`config.mk`:
```
export PLATFORM = sky130hd
export DESIGN_NAME = sha256_msg_packer
export DESIGN_NICKNAME = d
export VERILOG_FILES = /design/src/rtl/sha256_msg_packer.sv
export SDC_FILE = /design/constraint.sdc
export NUM_CORES = 1
export LEC_CHECK = 0
export CAP_MARGIN = 20
export CORE_MARGIN = 1
export CORE_UTILIZATION = 30
export CTS_BUF_LIST = sky130_fd_sc_hd__clkbuf_8
export CTS_CLUSTER_DIAMETER = 200
export DETAILED_ROUTE_END_ITERATION = 8
export PLACE_DENSITY = 0.56
export SETUP_SLACK_MARGIN = 0.2
export SLEW_MARGIN = 20
export SYNTH_ARGS = -nofsm -noshare
export SYNTH_HDL_FRONTEND = slang
export SYNTH_SLANG_ARGS = --single-unit
```
`constraint.sdc`:
```
create_clock -name clk -period 3.8 [get_ports clk]
set_clock_uncertainty 0.05 [all_clocks]
set_input_delay 0.57 -clock clk [delete_from_list [all_inputs] [get_ports clk]]
set_output_delay 0.57 -clock clk [all_outputs]
set_load 0.01 [all_outputs]
```
`src/rtl/sha256_msg_packer.sv`:
```
// Single-block SHA-256 message padder between the UART receiver and the core.
// Buffers up to 55 bytes, pads them into 512 bits and streams 16 words.
module sha256_msg_packer #(
    parameter int DATA_WIDTH = 32,
    parameter int MAX_BYTES  = 55
) (
    input  logic                  clk,
    input  logic                  rst,
    input  logic                  rx_dv_in,
    input  logic [7:0]            rx_byte_in,
    input  logic                  rx_last_in,
    input  logic                  core_idle_in,
    output logic                  mp_dv_out,
    output logic [DATA_WIDTH-1:0] message_out,
    output logic                  busy_out,
    output logic                  len_err_out,
    output logic                  drop_err_out
);

    typedef enum logic [2:0] {
        S_IDLE,
        S_COLLECT,
        S_PAD,
        S_EMIT,
        S_WAIT
    } state_t;

    state_t      state_q, state_d;
    logic [7:0]  msg_buf [64];
    logic [6:0]  byte_cnt;
    logic [3:0]  word_idx;
    logic        ovf_q, ovf_d;
    logic        wait_arm;
    logic        len_err_q, len_err_d;
    logic        drop_err_q, drop_d;
    logic        byte_wr;
    logic        room;
    logic [63:0] bit_len;
    logic [31:0] word;

    assign room    = byte_cnt < 7'(MAX_BYTES);
    assign bit_len = {54'b0, byte_cnt, 3'b000};

    always_comb begin
        state_d   = state_q;
        byte_wr   = 1'b0;
        ovf_d     = ovf_q;
        len_err_d = 1'b0;
        drop_d    = 1'b0;
        unique case (state_q)
            S_IDLE: begin
                if (rx_dv_in) begin
                    byte_wr = 1'b1;
                    state_d = rx_last_in ? S_PAD : S_COLLECT;
                end
            end
            S_COLLECT: begin
                if (rx_dv_in) begin
                    byte_wr = room;
                    ovf_d   = ovf_q | ~room;
                    if (rx_last_in) begin
                        len_err_d = ovf_d;
                        state_d   = ovf_d ? S_IDLE : S_PAD;
                    end
                end
            end
            S_PAD: begin
                drop_d  = rx_dv_in;
                state_d = S_EMIT;
            end
            S_EMIT: begin
                drop_d = rx_dv_in;
                if (word_idx == 4'd15)
                    state_d = S_WAIT;
            end
            S_WAIT: begin
                drop_d = rx_dv_in;
                // first WAIT cycle ignores idle so the core can leave it
                if (wait_arm && core_idle_in)
                    state_d = S_IDLE;
            end
            default: state_d = S_IDLE;
        endcase
    end

    always_ff @(posedge clk) begin
        if (rst)
            state_q <= S_IDLE;
        else
            state_q <= state_d;
    end

    always_ff @(posedge clk) begin
        if (rst) begin
            byte_cnt   <= '0;
            word_idx   <= '0;
            ovf_q      <= 1'b0;
            wait_arm   <= 1'b0;
            len_err_q  <= 1'b0;
            drop_err_q <= 1'b0;
            for (int i = 0; i < 64; i++)
                msg_buf[i] <= 8'h00;
        end else begin
            len_err_q  <= len_err_d;
            drop_err_q <= drop_d;
            ovf_q      <= ovf_d;
            if (byte_wr) begin
                msg_buf[byte_cnt[5:0]] <= rx_byte_in;
                byte_cnt               <= byte_cnt + 7'd1;
            end
            if (len_err_d) begin
                byte_cnt <= '0;
                ovf_q    <= 1'b0;
                for (int i = 0; i < 64; i++)
                    msg_buf[i] <= 8'h00;
            end
            if (state_q == S_PAD) begin
                for (int i = 0; i < 56; i++)
                    if (i > int'(byte_cnt))
                        msg_buf[i] <= 8'h00;
                msg_buf[byte_cnt[5:0]] <= 8'h80;
                for (int j = 0; j < 8; j++)
                    msg_buf[56+j] <= bit_len[63-8*j -: 8];
                word_idx <= '0;
            end
            if (state_q == S_EMIT) begin
                word_idx <= word_idx + 4'd1;
                wait_arm <= 1'b0;
            end
            if (state_q == S_WAIT) begin
                wait_arm <= 1'b1;
                if (state_d == S_IDLE)
                    byte_cnt <= '0;
            end
        end
    end

    assign word = {msg_buf[{word_idx, 2'b00}],
                   msg_buf[{word_idx, 2'b01}],
                   msg_buf[{word_idx, 2'b10}],
                   msg_buf[{word_idx, 2'b11}]};

    assign mp_dv_out    = (state_q == S_EMIT);
    assign message_out  = mp_dv_out ? DATA_WIDTH'(word) : '0;
    assign busy_out     = (state_q != S_IDLE) && (state_q != S_COLLECT);
    assign len_err_out  = len_err_q;
    assign drop_err_out = drop_err_q;

endmodule
```
# Word level (Yosys, flattened, before mapping)
# Memories as Yosys holds them, arrays and structs flattened. A register that Yosys moved wholly into a read port is not among the register bits.
# Cells that the tools add are included.
# Widths: inputs -> output; s select.
dict set report classes {
  muxes 393
  shifts 0
  order_cmp 56
  addsub 2
  n_div 0
  mul 0
  reduce_logical 12
  bitwise_logic 320
  n_eq_ne 69
}
# cell count
set ops {}
lappend ops {{$mux 8} 129}
lappend ops {{$eq 6x6->1 const B} 63}
lappend ops {{$mux 1} 239}
lappend ops {{$gt 6x7->1 const A} 24}
lappend ops {{$or 1x1->1} 129}
lappend ops {{$and 1x1->1} 126}
lappend ops {{$gt 5x7->1 const A} 16}
lappend ops {{$not 1->1} 65}
lappend ops {{$gt 4x7->1 const A} 8}
lappend ops {{$mux 6} 9}
lappend ops {{$mux 32} 1}
lappend ops {{$gt 3x7->1 const A} 4}
lappend ops {{$mux 7} 4}
lappend ops {{$mux 3} 5}
lappend ops {{$pmux 3 s5} 1}
lappend ops {{$gt 2x7->1 const A} 2}
lappend ops {{$mux 4} 2}
lappend ops {{$reduce_or 8->1} 1}
lappend ops {{$add 7x1->7 const B} 1}
lappend ops {{$gt 1x7->1 const A} 1}
lappend ops {{$lt 7x6->1 const B} 1}
lappend ops {{$eq 3x2->1 const B} 2}
lappend ops {{$logic_not 3->1} 2}
lappend ops {{$add 4x1->4 const B} 1}
lappend ops {{other kinds (12)} 16}
dict set report word_totals {
  register_bits 18
  ram_bits 512
  mem_count 1
  latchBits 0
  wordCells 860
  mem_bits_ro 0
  inputBits 13
  output_inout_bits 36
}
# memory words width rd rd_ports_with_merged_regs write_ports line_no
set mem_list {}
lappend mem_list {msg_buf 64 8 4 4 64 29} ;# logic [7:0] msg_buf [64];

# Logic depth before layout (Yosys ltp)
dict set report depth {
  depth_word 69
  ltp_mapped 14
}

# Least setup slack after synthesis
# No wires, ideal clock.
dict set report synth_path {
  path_type {reg-to-reg}
  startpoint {register byte_cnt[0]}
  endpoint {memory msg_buf[58][0] (enable)}
  setup_slack_ns 0.296
  path_stages_with_launch 11
  t_arrival_ns 3.070
  setup_time_ns 0.384
  required_time_ns 3.366
  cell_sequence {dfxtp_1 > clkbuf_1 > inv_2 > ha_1 > o41ai_1 > nand2_2 > o31a_1 > nor4_4 > nand2_1 > clkbuf_1 > o21ai_0}
}
# element line_no
set synth_lines {}
lappend synth_lines {{from (decl)} 30} ;# logic [6:0] byte_cnt;
lappend synth_lines {{from (signal assigned)} 109} ;# byte_cnt <= byte_cnt + 7'd1;
lappend synth_lines {{to (decl)} 29}

==> results.txt <==
Status = completed
Largest net degree at the start of global routing = 49
R2r setup slk = 0.35 ns
Final hold violations = 0
Max clock buf depth = 3
CTS clk-pin slew, worst paths = 0.06 ns
Yosys cell types = 61
Antenna violations before repair = 0
Crit Path Max Fanout = 6
All-Layer GR Usage = 18.1%
Critical path required time = 3.18 ns
Initial DRC count = 1,819
Syn Area/Cell = 13.6 um2
Final count of negative-setup-slack endpoints = 0
P_int = 9.68 mW
Leakage power = 10.2 nW
Worst Hold Class = reg -> reg
Yosys top cell by area = edfxtp_1
First-pass GRT wire length = 112 mm
Arr. time, crit path = 3.09 ns
Worst hold stages = 2
Antenna-violating nets left = 0
Synth async-reset ratio = 0%
Congestion Overflow GR = 0
Syn Inst Count = 1,827
Synthesis Warnings = 0
Min-delay src = word_idx[1]
Synth Flop Type = edfxtp_1
DR WL/cell = 23.6 um
Synth Net Count = 1,846
Layout cell share with drive strength beyond 1 = 27.6%
RR Endpoint = msg_buf[20][3]
Root buffer cell = clkbuf_8
RSZ-0062 raised after global routing = true
Commonest non-fill, non-tap cell in the layout = nor2_1
Final net count = 2,078
Fin cells = 3,188
# DRC = 0
Clock power share = 37.3%
Worst path cell trace = buf_12, buf_16, buf_8, buf_8, mux4_2, mux4_2, and2_4, buf_6
Clock tree sinks = 534
Vias in the first global route = 16,900
Sequential share of the synthesized area = 63.9%
Setup ws final = 0.0921 ns
Max-Cap Viols = 0
H-Tree Depth = 3
FP Rows = 104
Tcrit/Tclk final = 97.6%
Startpoint types = flip-flop
Detailed Routing Iterations Pass 1 = 5
Slew margin rel. = 26.6%
Max-slew violations = 0
Minimum clock period = 3.71 ns
Total wire length = 75.1 mm
FMAX = 270 MHz
Synth Register Bits = 534
WS Path Type = reg -> out
Worst path slowest cell = mux4_2
Vias/cell = 5.26
Overall die height = 289 um
Switch share = 24.7%
Post-place instance area = 27,600 um2
Mapped Area = 24,800 um2
CTS Hold Bufs = 0
Die area = 83,700 um2
Initial Util = 30.5%
Cell count after placement = 2,969
Routed vias = 16,800
Most frequent cells in the layout = 555 x nor2_1, 512 x edfxtp_1, 160 x mux4_2, 156 x buf_4, 125 x nand2_1
GP Congestion = 0.956
Fin area = 30,300 um2
Core region area = 81,100 um2
Synth-to-Final Area Change = 22.5%
Cells taking the most area after synthesis = edfxtp_1 62%, mux4_2 15%, nor2_1 8.4%
Combinational Power Share = 9.5%
Setup TNS = 0 ns
VDD IR max = 0.211 mV
CTS tree = built
Max stage delay on crit path = 0.63 ns
Pre-CTS setup slack = 0.174 ns
Fill cells = 7,640
Delay-heaviest family, CP = multiplexers
Worst Setup End Kind = output port
FF-to-FF Start = byte_cnt[0]
Die extent in x = 289 um
Number of diodes = 0
Power Total = 12.9 mW
PwrDens = 424 nW/um2
Total CTS buffers = 89
Area share of the largest cell type after synthesis = 62.1%
Seq pwr share = 53.2%
Port Buf Inserts = 48
IO Pins = 49
Number of synthesized flops with an enable pin = 512
NetSw = 3.18 mW
Post-DP HPWL = 50.6 mm
WP buf/inv = 5
Worst skew pair latency = 0.70 ns
Worst Tran Pin Value = 1.09 ns
FF-to-FF path depth = 12
==> power by group through the flow <==
| stage | clock network, mW | registers [mW] | logic [mW] |
|---|---|---|---|
| 2_1_floorplan | 0 | 6.92 | 0.622 |
| 3_3_place_gp | 0 | 6.95 | 1.10 |
| 3_5_place_dp | 0 | 6.96 | 1.11 |
| 4_1_cts | 4.88 | 6.84 | 1.20 |
| 5_1_grt | 5.13 | 6.87 | 1.28 |
| 6_report | 4.80 | 6.84 | 1.22 |
==> area by class of cell <==
type / count / area [um2] / share of cell area [%]
timing repair buffer: 277 / 3130 / 10.3
multi-input combinational: 1144 / 8380 / 27.6
tap: 1060 / 1330 / 4.37
inverter: 13 / 48.8 / 0.161
clock inverter: 70 / 398 / 1.31
sequential: 534 / 15800 / 52.2
clock buffer: 90 / 1240 / 4.08
==> what timing repair did <==
item,CTS,global route
endpoints found under the setup margin,80,432
pin swaps,8,1
buffers inserted,41,6
resized for setup,197,43
cloned,12,0
==> metrics by stage <==
step           utilization [%]  hold slack [ns]
5_1_grt                   37.4            0.483
2_1_floorplan                -            0.410
4_1_cts                   37.2            0.447
3_3_place_gp              34.1            0.417
6_report                  37.4            0.444
3_5_place_dp              34.1            0.436
==> Yosys cell counts, types with 3 or more instances <==
cell / instances
mux4_2: 160
nand4_1: 5
o221ai_1: 27
o211ai_1: 13
a31oi_1: 6
and2_1: 33
o31ai_1: 3
buf_2: 53
buf_4: 8
ha_1: 6
or2_2: 4
inv_1: 10
clkbuf_1: 59
nor2_1: 557
nand4_4: 7
nor2b_1: 4
nand2b_1: 5
nor3_1: 19
edfxtp_1: 512
dfxtp_1: 22
nand2_1: 127
or3_1: 4
nand3b_1: 5
a21oi_1: 41
buf_1: 15
nand3_1: 10
mux2i_1: 10
o21ai_0: 57
xnor2_1: 4
==> sequential cells by signal, summed over array words and instances (netlist names), named ones only <==
name / count
word_idx: 4
state_q: 3
len_err_out: 1
drop_err_out: 1
ovf_q: 1
msg_buf: 512
wait_arm: 1
byte_cnt: 7
==> worst min-delay path, delay by kind of cell, from the launching register on <==
kind            cells  cell delay (ns)
simple gates        1             0.06
flops               1             0.33
compound gates      1             0.06
==> metal layers <==
layer | vias to the layer above | track usage (%) | routed length (um)
met5 | - | 0 | 0
met4 | 0 | 5.12 | 1720
met3 | 107 | 3.10 | 4940
met2 | 698 | 29.4 | 36400
met1 | 8665 | 24.9 | 32000
li1 | 7283 | - | -
==> worst max-delay path by stage <==
stage | depth (start not counted) | startpoint | slack, ns | end
global placement | 10 | byte_cnt[0] | 0.12 | msg_buf[10][5]
detailed placement | 10 | byte_cnt[0] | 0.17 | msg_buf[10][4]
global route | 9 | flip-flop | 0.05 | message_out[22]
finish | 8 | flip-flop | 0.09 | message_out[5]
CTS | 8 | flip-flop | 0.07 | message_out[5]
floorplan | 10 | byte_cnt[0] | 0.30 | msg_buf[58][0]
==> logic make-up (layout without fill, tap and decap cells) <==
group                    Yosys count  in the layout  synth area share [%]
adder cells (fa/ha/maj)            6              6                 0.303
flip-flops                       534            534                  63.9
XOR/XNOR                           4              4                 0.141
AND/OR/NAND/NOR                  794            794                  13.6
AO/OA/AOI/OAI                    170            170                  4.43
buffers and inverters            149            450                  2.68
multiplexers                     170            170                  15.0
No activity file was read; power rests on OpenSTA's default activity.
